[src/rtl/shifter_seq_if.sv]
// Operand/result port bundle for shifter_seq.
// Valid/ready: a transfer happens on a rising edge where valid and ready are both high;
// the sender holds its payload stable until then, and neither ready depends combinationally on valid.
interface shifter_seq_if #(
   parameter int WIDTH = 8
);
   localparam int SHW = $clog2(WIDTH);

   logic             in_valid;
   logic             in_ready;
   logic [WIDTH-1:0] a;
   logic [SHW-1:0]   shamt;
   logic [1:0]       mode;
   logic             out_valid;
   logic             out_ready;
   logic [WIDTH-1:0] c;

   modport master (
      output in_valid, a, shamt, mode, out_ready,
      input  in_ready, out_valid, c
   );

   modport slave (
      input  in_valid, a, shamt, mode, out_ready,
      output in_ready, out_valid, c
   );
endinterface

[src/rtl/shifter_seq.sv]
// Multi-cycle shifter: SRL/SLL/SRA/ROR of a WIDTH-bit operand, up to STEP positions per cycle.
// state_dbg exposes the FSM (0 IDLE, 1 SHIFT, 2 DONE).
module shifter_seq #(
   parameter int WIDTH = 8,
   parameter int STEP  = 1
) (
   input  logic        clk,
   input  logic        rst_n,
   shifter_seq_if.slave bus,
   output logic        busy,
   output logic [1:0]  state_dbg
);
   localparam int SHW   = $clog2(WIDTH);
   // No single step can exceed the largest legal shamt, so clamp to fit the counter width.
   localparam int STEPC = (STEP < WIDTH) ? STEP : WIDTH - 1;
   localparam logic [SHW:0] WV = (SHW + 1)'(WIDTH);

   typedef enum logic [1:0] {
      IDLE  = 2'd0,
      SHIFT = 2'd1,
      DONE  = 2'd2
   } state_t;

   state_t           state;
   logic [WIDTH-1:0] c_r;
   logic [SHW-1:0]   cnt;
   logic [1:0]       mode_r;
   logic             in_ready_r;
   logic             out_valid_r;
   logic             busy_r;

   logic [SHW-1:0]   s;
   logic [WIDTH-1:0] nxt;

   always_comb begin
      s   = (cnt < SHW'(STEPC)) ? cnt : SHW'(STEPC);
      nxt = c_r;
      case (mode_r)
         2'b00:   nxt = c_r >> s;
         2'b01:   nxt = c_r << s;
         // The register MSB still holds the original sign, so an arithmetic step preserves it.
         2'b10:   nxt = $signed(c_r) >>> s;
         default: nxt = (c_r >> s) | (c_r << (WV - {1'b0, s}));
      endcase
   end

   always_ff @(posedge clk or negedge rst_n) begin
      if (!rst_n) begin
         state       <= IDLE;
         c_r         <= '0;
         cnt         <= '0;
         mode_r      <= 2'b00;
         in_ready_r  <= 1'b1;
         out_valid_r <= 1'b0;
         busy_r      <= 1'b0;
      end else begin
         case (state)
            IDLE: begin
               if (bus.in_valid) begin
                  c_r        <= bus.a;
                  cnt        <= bus.shamt;
                  mode_r     <= bus.mode;
                  in_ready_r <= 1'b0;
                  busy_r     <= 1'b1;
                  if (bus.shamt == '0) begin
                     state       <= DONE;
                     out_valid_r <= 1'b1;
                  end else begin
                     state <= SHIFT;
                  end
               end
            end
            SHIFT: begin
               c_r <= nxt;
               cnt <= cnt - s;
               if (cnt == s) begin
                  state       <= DONE;
                  out_valid_r <= 1'b1;
               end
            end
            DONE: begin
               if (bus.out_ready) begin
                  state       <= IDLE;
                  out_valid_r <= 1'b0;
                  busy_r      <= 1'b0;
                  in_ready_r  <= 1'b1;
               end
            end
            default: begin
               state       <= IDLE;
               out_valid_r <= 1'b0;
               busy_r      <= 1'b0;
               in_ready_r  <= 1'b1;
            end
         endcase
      end
   end

   assign bus.c         = c_r;
   assign bus.in_ready  = in_ready_r;
   assign bus.out_valid = out_valid_r;
   assign busy          = busy_r;
   assign state_dbg     = state;
endmodule

[src/flat_wrapper.sv]
// flat-port wrapper written by rule: the top's interface ports become plain ports
module shifter_seq_flat 
#(
   parameter int WIDTH = 8,
   parameter int STEP  = 1
)
  (clk, rst_n, busy, state_dbg, bus_in_valid, bus_a, bus_shamt, bus_mode, bus_out_ready, bus_in_ready, bus_out_valid, bus_c);
  shifter_seq_if #(.WIDTH(WIDTH)) bus_i ();
  input  logic clk;
  input  logic rst_n;
  output logic busy;
  output logic [1:0] state_dbg;
  input wire logic [$bits(bus_i.in_valid)-1:0] bus_in_valid;
  input wire logic [$bits(bus_i.a)-1:0] bus_a;
  input wire logic [$bits(bus_i.shamt)-1:0] bus_shamt;
  input wire logic [$bits(bus_i.mode)-1:0] bus_mode;
  input wire logic [$bits(bus_i.out_ready)-1:0] bus_out_ready;
  output wire logic [$bits(bus_i.in_ready)-1:0] bus_in_ready;
  output wire logic [$bits(bus_i.out_valid)-1:0] bus_out_valid;
  output wire logic [$bits(bus_i.c)-1:0] bus_c;
  assign bus_i.in_valid = bus_in_valid;
  assign bus_i.a = bus_a;
  assign bus_i.shamt = bus_shamt;
  assign bus_i.mode = bus_mode;
  assign bus_i.out_ready = bus_out_ready;
  assign bus_in_ready = bus_i.in_ready;
  assign bus_out_valid = bus_i.out_valid;
  assign bus_c = bus_i.c;
  shifter_seq #(.WIDTH(WIDTH), .STEP(STEP)) u_core (.clk(clk), .rst_n(rst_n), .bus(bus_i), .busy(busy), .state_dbg(state_dbg));
endmodule
[config.mk]
export PLATFORM = sky130hd
export DESIGN_NAME = shifter_seq_flat
export DESIGN_NICKNAME = d
export VERILOG_FILES = /design/src/rtl/shifter_seq_if.sv /design/src/rtl/shifter_seq.sv /design/src/flat_wrapper.sv
export SDC_FILE = /design/constraint.sdc
export NUM_CORES = 1
export LEC_CHECK = 0
export ABC_AREA = 1
export ABC_CLOCK_PERIOD_IN_PS = 1800
export CORE_MARGIN = 2
export CORE_UTILIZATION = 46
export CTS_CLUSTER_DIAMETER = 40
export DETAILED_ROUTE_END_ITERATION = 8
export GPL_TIMING_DRIVEN = 0
export PLACE_DENSITY = 0.78
export SLEW_MARGIN = 20
export SYNTH_ARGS = -nofsm -noshare
export SYNTH_HDL_FRONTEND = slang
export SYNTH_SLANG_ARGS = --single-unit
[constraint.sdc]
create_clock -name clk -period 1.8 [get_ports clk]
set_input_delay 0.27 -clock clk [delete_from_list [all_inputs] [get_ports clk]]
set_output_delay 0.27 -clock clk [all_outputs]
set_load 0.05 [all_outputs]
==> flow_summary.yaml, run 1 <==
yosys:
  ys_seq_area_frac: 0.3217
  synth_common_cells: "55 x nand2_1, 24 x nor2_1, 21 x inv_1, 20 x nand3_1, 17 x dfrtp_1"
  synth_most_common_cell: "nand2_1"
  yosysWarnings: 0
  ys_types: 33
  synth_top_area_frac: 0.3030
  syn_nets: 224
  synth.avg_cell_area_um2: 6.882
  netlist_area_mm2: 0.001404
  synth-async-reset-ratio: 1.000
  synth-main-ff-cell: "dfrtp_1"
  synth-seq-cells: 18
  synth_area_leaders: "dfrtp_1 30%, nand2_1 15%, nand3_1 7.1%"
  synth_edf_count: 0
  netlist_instances: 204
  synth_top_area_cell: "dfrtp_1"
floorplanning:
  die_h_um: 59.25
  core_mm2: 0.002978
  start_util: 0.4714
  io_pins: 30
  die_w_um: 59.25
  die_area_mm2: 0.003510
  num_rows: 20
sta:
  max_slew.worst_pin.slew_ns: 0.8332
  max-slew-margin-rel: 0.4428
  max_freq_mhz: 566.0
  min_period_ns: 1.767
  clock_skew_ns: 0.009606
  hold_violations: 0
  final_max_slew_viol_count: 0
  fin_crit_sh: 0.9816
  finalSetupViolCount: 0
  worst_slack_ns: 0.03316
setup_path:
  cp_max_fo: 3
  critPathTopFamily: "buffers and inverters"
  critPathKind: "register to output port"
  critPathSlowestCell: "clkdlybuf4s50_1"
  worstSetupEndpointType: "output port"
  cp_cell_sequence: "clkdlybuf4s50_1"
  slowest_delay_ns: 0.81
  startpoint_type: "register"
  arrival_ns: 1.50
  required_ns: 1.53
  crit_buf_inv: 1
layout:
  fin_nets: 272
  final_cells: 284
  finish.utilization: 0.6433
  syn2layout_area_growth_pct: 36.45
  multi_input_area_um2: 845.8
  fillers: 267
  drive_gt1_frac: 0.2191
  antennaDiodeCount: 0
  post-route-cell-area_mm2: 0.001916
  register_area_um2: 452.9
drt:
  antenna_left: 0
  routed_wl_um: 3778
  via_per_inst: 5.208
  post_drt_wl_per_cell_um: 13.30
  routed-via-count: 1479
  drt_first_pass_iters: 8
  drc: 0
  drt_iter0_markers: 60
place:
  pre_cts_ws_ns: -0.2804
  placed_area_mm2: 0.001735
  dp_hpwl_um: 2643
  gp_congestion: 0.8764
  port_buffers: 29
  place_inst: 266
clocking:
  clockBufferDepth: 2
  htree_levels: 1
  clk_latency_ns: 0.30
  cts_root_buffer: "clkbuf_4"
  cts.clk_slew.worst_paths_ns: 0.11
  clkSinkCount: 18
  cts_tree: "done"
  cts_buffers: 3
min_path:
  holdCritPathClass: "input port to asynchronous set/reset pin"
job:
  drv_cap: 0
pwr:
  ir_drop_v: 0.001333
  total_leakage_power_nw: 0.9594
  power_mw: 4.235
  power_density_mw_per_mm2: 2211
grt:
  grt_pass1_vias: 1335
  grt_use_total: 0.2206
  grt_pass1_wl_um: 5865
  gr-total-overflow: 0
  antenna_found_initial: 0
  grt_max_degree: 19
run_status:
  status: "finished, final reports clean"
-- final cells by class --
type                       instances  area share
buffer                             3     0.01568
clock buffer                       4     0.01372
inverter                          28     0.06270
multi-input combinational        155      0.4415
sequential                        18      0.2364
tap                               33     0.02155
timing repair buffer              43      0.2084
-- path summary, 6_finish.rpt --
path,from,endpoint,slack (ns),cells past startpoint
setup / recovery,u_core.bus.c[4],bus_c[4],0.03,1
hold / removal,rst_n,u_core.cnt[0],0.43,1
setup reg to reg,u_core.cnt[2],u_core.bus.c[7],0.11,13
hold reg to reg,u_core.bus.in_ready,u_core.bus.in_ready,0.48,2
max in group asynchronous,rst_n,u_core.cnt[2],0.79,1
min in group clk,u_core.bus.in_ready,u_core.bus.in_ready,0.48,2
-- cell usage in the layout, fill, tap and decap left out, types with 2 or more instances in the layout --
master           instances
a21oi_1                  5
a21oi_2                  2
buf_4                   14
buf_6                    3
clkbuf_4                 3
clkdlybuf4s50_1         23
dfrtp_1                 16
dlygate4sd2_1            4
dlymetal6s2s_1           2
ha_1                     2
inv_1                   18
inv_2                    8
nand2_1                 55
nand2_2                  2
nand2_4                  4
nand3_1                 19
nand3_2                  2
nand3b_1                 2
nor2_1                  23
nor2_4                   5
nor3_1                   2
o21ai_0                 13
o21ai_2                  4
o22ai_1                  2
-- metrics by stage --
step,hold WS (ns),setup TNS [ns]
floorplan,-0.02559,0
global placement,0.4688,-1.432
detailed placement,0.4692,-1.559
CTS,0.4613,0
global route,0.4940,-0.003791
finish,0.4334,0
-- per-layer routing --
layer / vias to the layer above / share of wire / wire length (µm) / GRT usage
li1: 746 / - / - / -
met1: 676 / 0.44 / 1659 / 0.2857
met2: 49 / 0.49 / 1859 / 0.3752
met3: 8 / 0.048 / 181 / 0.02838
met4: 0 / 0.021 / 78 / 0.07792
met5: - / 0 / 0 / 0
-- report_power, final --
part / internal, mW / total, mW / switching (mW)
sequential: 0.634 / 0.820 / 0.187
combinational: 1.17 / 3.19 / 2.03
clock: 0.0864 / 0.220 / 0.134
-- state kept, by name, summed over array words and instances (netlist names) --
signal / cells
u_core.busy: 1
u_core.bus.c: 8
u_core.bus.out_valid: 1
u_core.state_dbg: 2
u_core.mode_r: 2
u_core.bus.in_ready: 1
u_core.cnt: 3
-- logic make-up (layout without fill, tap and decap cells) --
logic type,after synthesis,count (layout),share of synthesized area
simple gates,116,116,0.3895
fa+ha+maj,3,3,0.02674
compound gates,35,35,0.1578
buf+inv,31,78,0.1016
other cells,1,1,0.002671
flops,18,18,0.3218
-- timing repair --
item	CTS	global route
pin swaps	2	4
setup endpoints to repair	11	9
resized for setup	10	12
hold buffers	0	0
setup buffers	4	10
Note: power is estimated with default switching activity, not from simulation.
==> inputs of run 2 (changes only) <==
Settings changed: SLEW_MARGIN 20 to not set.
==> results of run 2 <==
Same layout as run 1: the final DEF is identical, and so are final timing and power.
==> inputs of run 3 (changes only) <==
Settings changed: ABC_CLOCK_PERIOD_IN_PS 1800 to 1850, CORE_UTILIZATION 46 to 51, PLACE_DENSITY 0.78 to 0.82, TNS_END_PERCENT set to 1.
Clock period 1.8 ns to 1.85 ns, I/O delays scaled along.
==> run 3 against run 2 <==
  * Final cell count down 2.8%
  * Die area down 9.2%
  * Sequential share of layout area up 0.49 points
  * Critical endpoint is now u_core.state_dbg[1]
  * Largest cell class unchanged
  * Highest routed layer unchanged
==> flow_summary.yaml, run 3 (synthesized netlist as in run 1, its figures left out) <==
run_status:
  status: "finished, final reports clean"
sta:
  fin_crit_sh: 0.9585
  clock_skew_ns: 0.004350
  whs_ns: 0.4488
  max_freq_mhz: 564.0
  max_slew.worst_pin.slew_ns: 0.8436
  finalSetupViolCount: 0
  min_period_ns: 1.773
  hold_violations: 0
  max-slew-margin-rel: 0.4358
  rsz0062_at_grt: "true"
  final_max_slew_viol_count: 0
setup_path:
  cp_max_fo: 5
  arrival_ns: 2.02
  worstSetupEndpointType: "register"
  worstReg2RegEnd: "u_core.state_dbg[1]"
  critPathKind: "register to register"
  startpoint_type: "register"
  required_ns: 2.09
  r2r-start: "u_core.cnt[2]"
  r2r_cells: 12
  rrSetupSlack_ns: 0.08
place:
  dp_hpwl_um: 2501
  gp_congestion: 0.8613
  port_buffers: 29
  placed_area_mm2: 0.001733
drt:
  drt_first_pass_iters: 4
  routed-via-count: 1476
  via_per_inst: 5.348
  post_drt_wl_per_cell_um: 12.27
  drt_iter0_markers: 41
  routed_wl_um: 3387
  drc: 0
  antenna_left: 0
layout:
  register_area_um2: 452.9
  fillers: 226
  multi_input_area_um2: 845.8
  most-common-layout-cells: "55 x nand2_1, 25 x clkdlybuf4s50_1, 23 x nor2_1"
  largest_reg_flops: 8
  fin_nets: 266
  post-route-cell-area_mm2: 0.001877
  drive_gt1_frac: 0.1959
  final_common_cell: "nand2_1"
  syn2layout_area_growth_pct: 33.69
  antennaDiodeCount: 0
pwr:
  p_comb_frac: 0.739
  power_density_mw_per_mm2: 2145
  total_leakage_power_nw: 0.9200
  swShare: 0.5492
  p_int_mw: 1.815
  pwr-share-clk: 0.062
  power_mw: 4.026
  switching_power_mw: 2.211
  seqPwrFrac: 0.199
  ir_drop_v: 0.001598
floorplanning:
  start_util: 0.5226
  io_pins: 30
  core_mm2: 0.002686
  die_area_mm2: 0.003188
  die_h_um: 56.47
  num_rows: 19
  die_w_um: 56.47
grt:
  antenna_found_initial: 0
  grt_use_total: 0.2164
  grt_pass1_vias: 1308
  grt_pass1_wl_um: 5561
  gr-total-overflow: 0
  grt_max_degree: 19
clocking:
  htree_levels: 1
  clkSinkCount: 18
  cts_root_buffer: "clkbuf_4"
  cts_tree: "done"
  clk_latency_ns: 0.30
  hold_buffers: 0
  clockBufferDepth: 2
  cts.clk_slew.worst_paths_ns: 0.11
  cts_buffers: 3
job:
  drv_cap: 0
min_path:
  holdCritPathClass: "input port to asynchronous set/reset pin"
[run 3: area by class of cell]
cell class / count / area share
flip-flops and latches: 18 / 0.2413
inverters: 28 / 0.06400
repair buffers: 37 / 0.1880
multi-input cells: 155 / 0.4507
well taps: 31 / 0.02067
plain buffers: 3 / 0.01600
clock buffers: 4 / 0.01933
[run 3: power groups by stage]
stage / combinational, mW / sequential [mW] / clock [mW]
5_1_grt: 3.28 / 0.823 / 0.268
4_1_cts: 2.80 / 0.801 / 0.247
3_5_place_dp: 2.76 / 0.811 / 0
3_3_place_gp: 2.73 / 0.810 / 0
6_report: 2.98 / 0.801 / 0.249
2_1_floorplan: 1.60 / 1.29 / 0
[run 3: worst max-delay path: stages, from the launching register on]
cell and delay [ns]:
dfrtp_2 0.45, nor2_4 0.19, buf_6 0.13, nor2_1 0.06, inv_1 0.06, ha_1 0.15, inv_1 0.05, nor2_1 0.08
inv_1 0.05, a21oi_2 0.14, o21ai_2 0.08, or2_1 0.22, nand2_1 0.06
[run 3: metal layers]
layer,track usage,wire (µm),share of wire,vias to the layer above
met3,0.02995,235,0.069,6
li1,-,-,-,743
met4,0.07143,64,0.019,0
met1,0.2897,1406,0.42,672
met5,0,0,0,-
met2,0.3588,1681,0.50,55
[run 3: worst max-delay path by stage]
stage	from	endpoint	slack [ns]
after floorplan	u_core.cnt[2]	u_core.bus.c[5]	0.07
final	u_core.cnt[2]	u_core.state_dbg[1]	0.08
after global routing	u_core.cnt[2]	u_core.bus.out_valid	-0.05
after global placement	u_core.cnt[2]	u_core.bus.c[5]	-0.22
after CTS	u_core.bus.c[3]	bus_c[3]	0.05
after detailed placement	u_core.cnt[2]	u_core.bus.c[6]	-0.22
[run 3: metrics by stage]
| step | worst slack, ns | instances | util | TNS [ns] |
|---|---|---|---|---|
| after floorplan | 0.06598 | 204 | - | 0 |
| after global placement | -0.2222 | 264 | 0.6451 | -1.022 |
| after detailed placement | -0.2170 | 264 | 0.6451 | -0.9672 |
| after CTS | 0.04901 | 269 | 0.6674 | 0 |
| after global routing | -0.04945 | 276 | 0.6986 | -0.1100 |
| final | 0.07684 | 276 | 0.6986 | 0 |
[run 3: timing repair]
action,in CTS,in global routing
endpoints found under the hold margin,0,0
resized for setup,8,10
buffers inserted,1,7
pin swaps,1,3
endpoints found under the setup margin,10,9
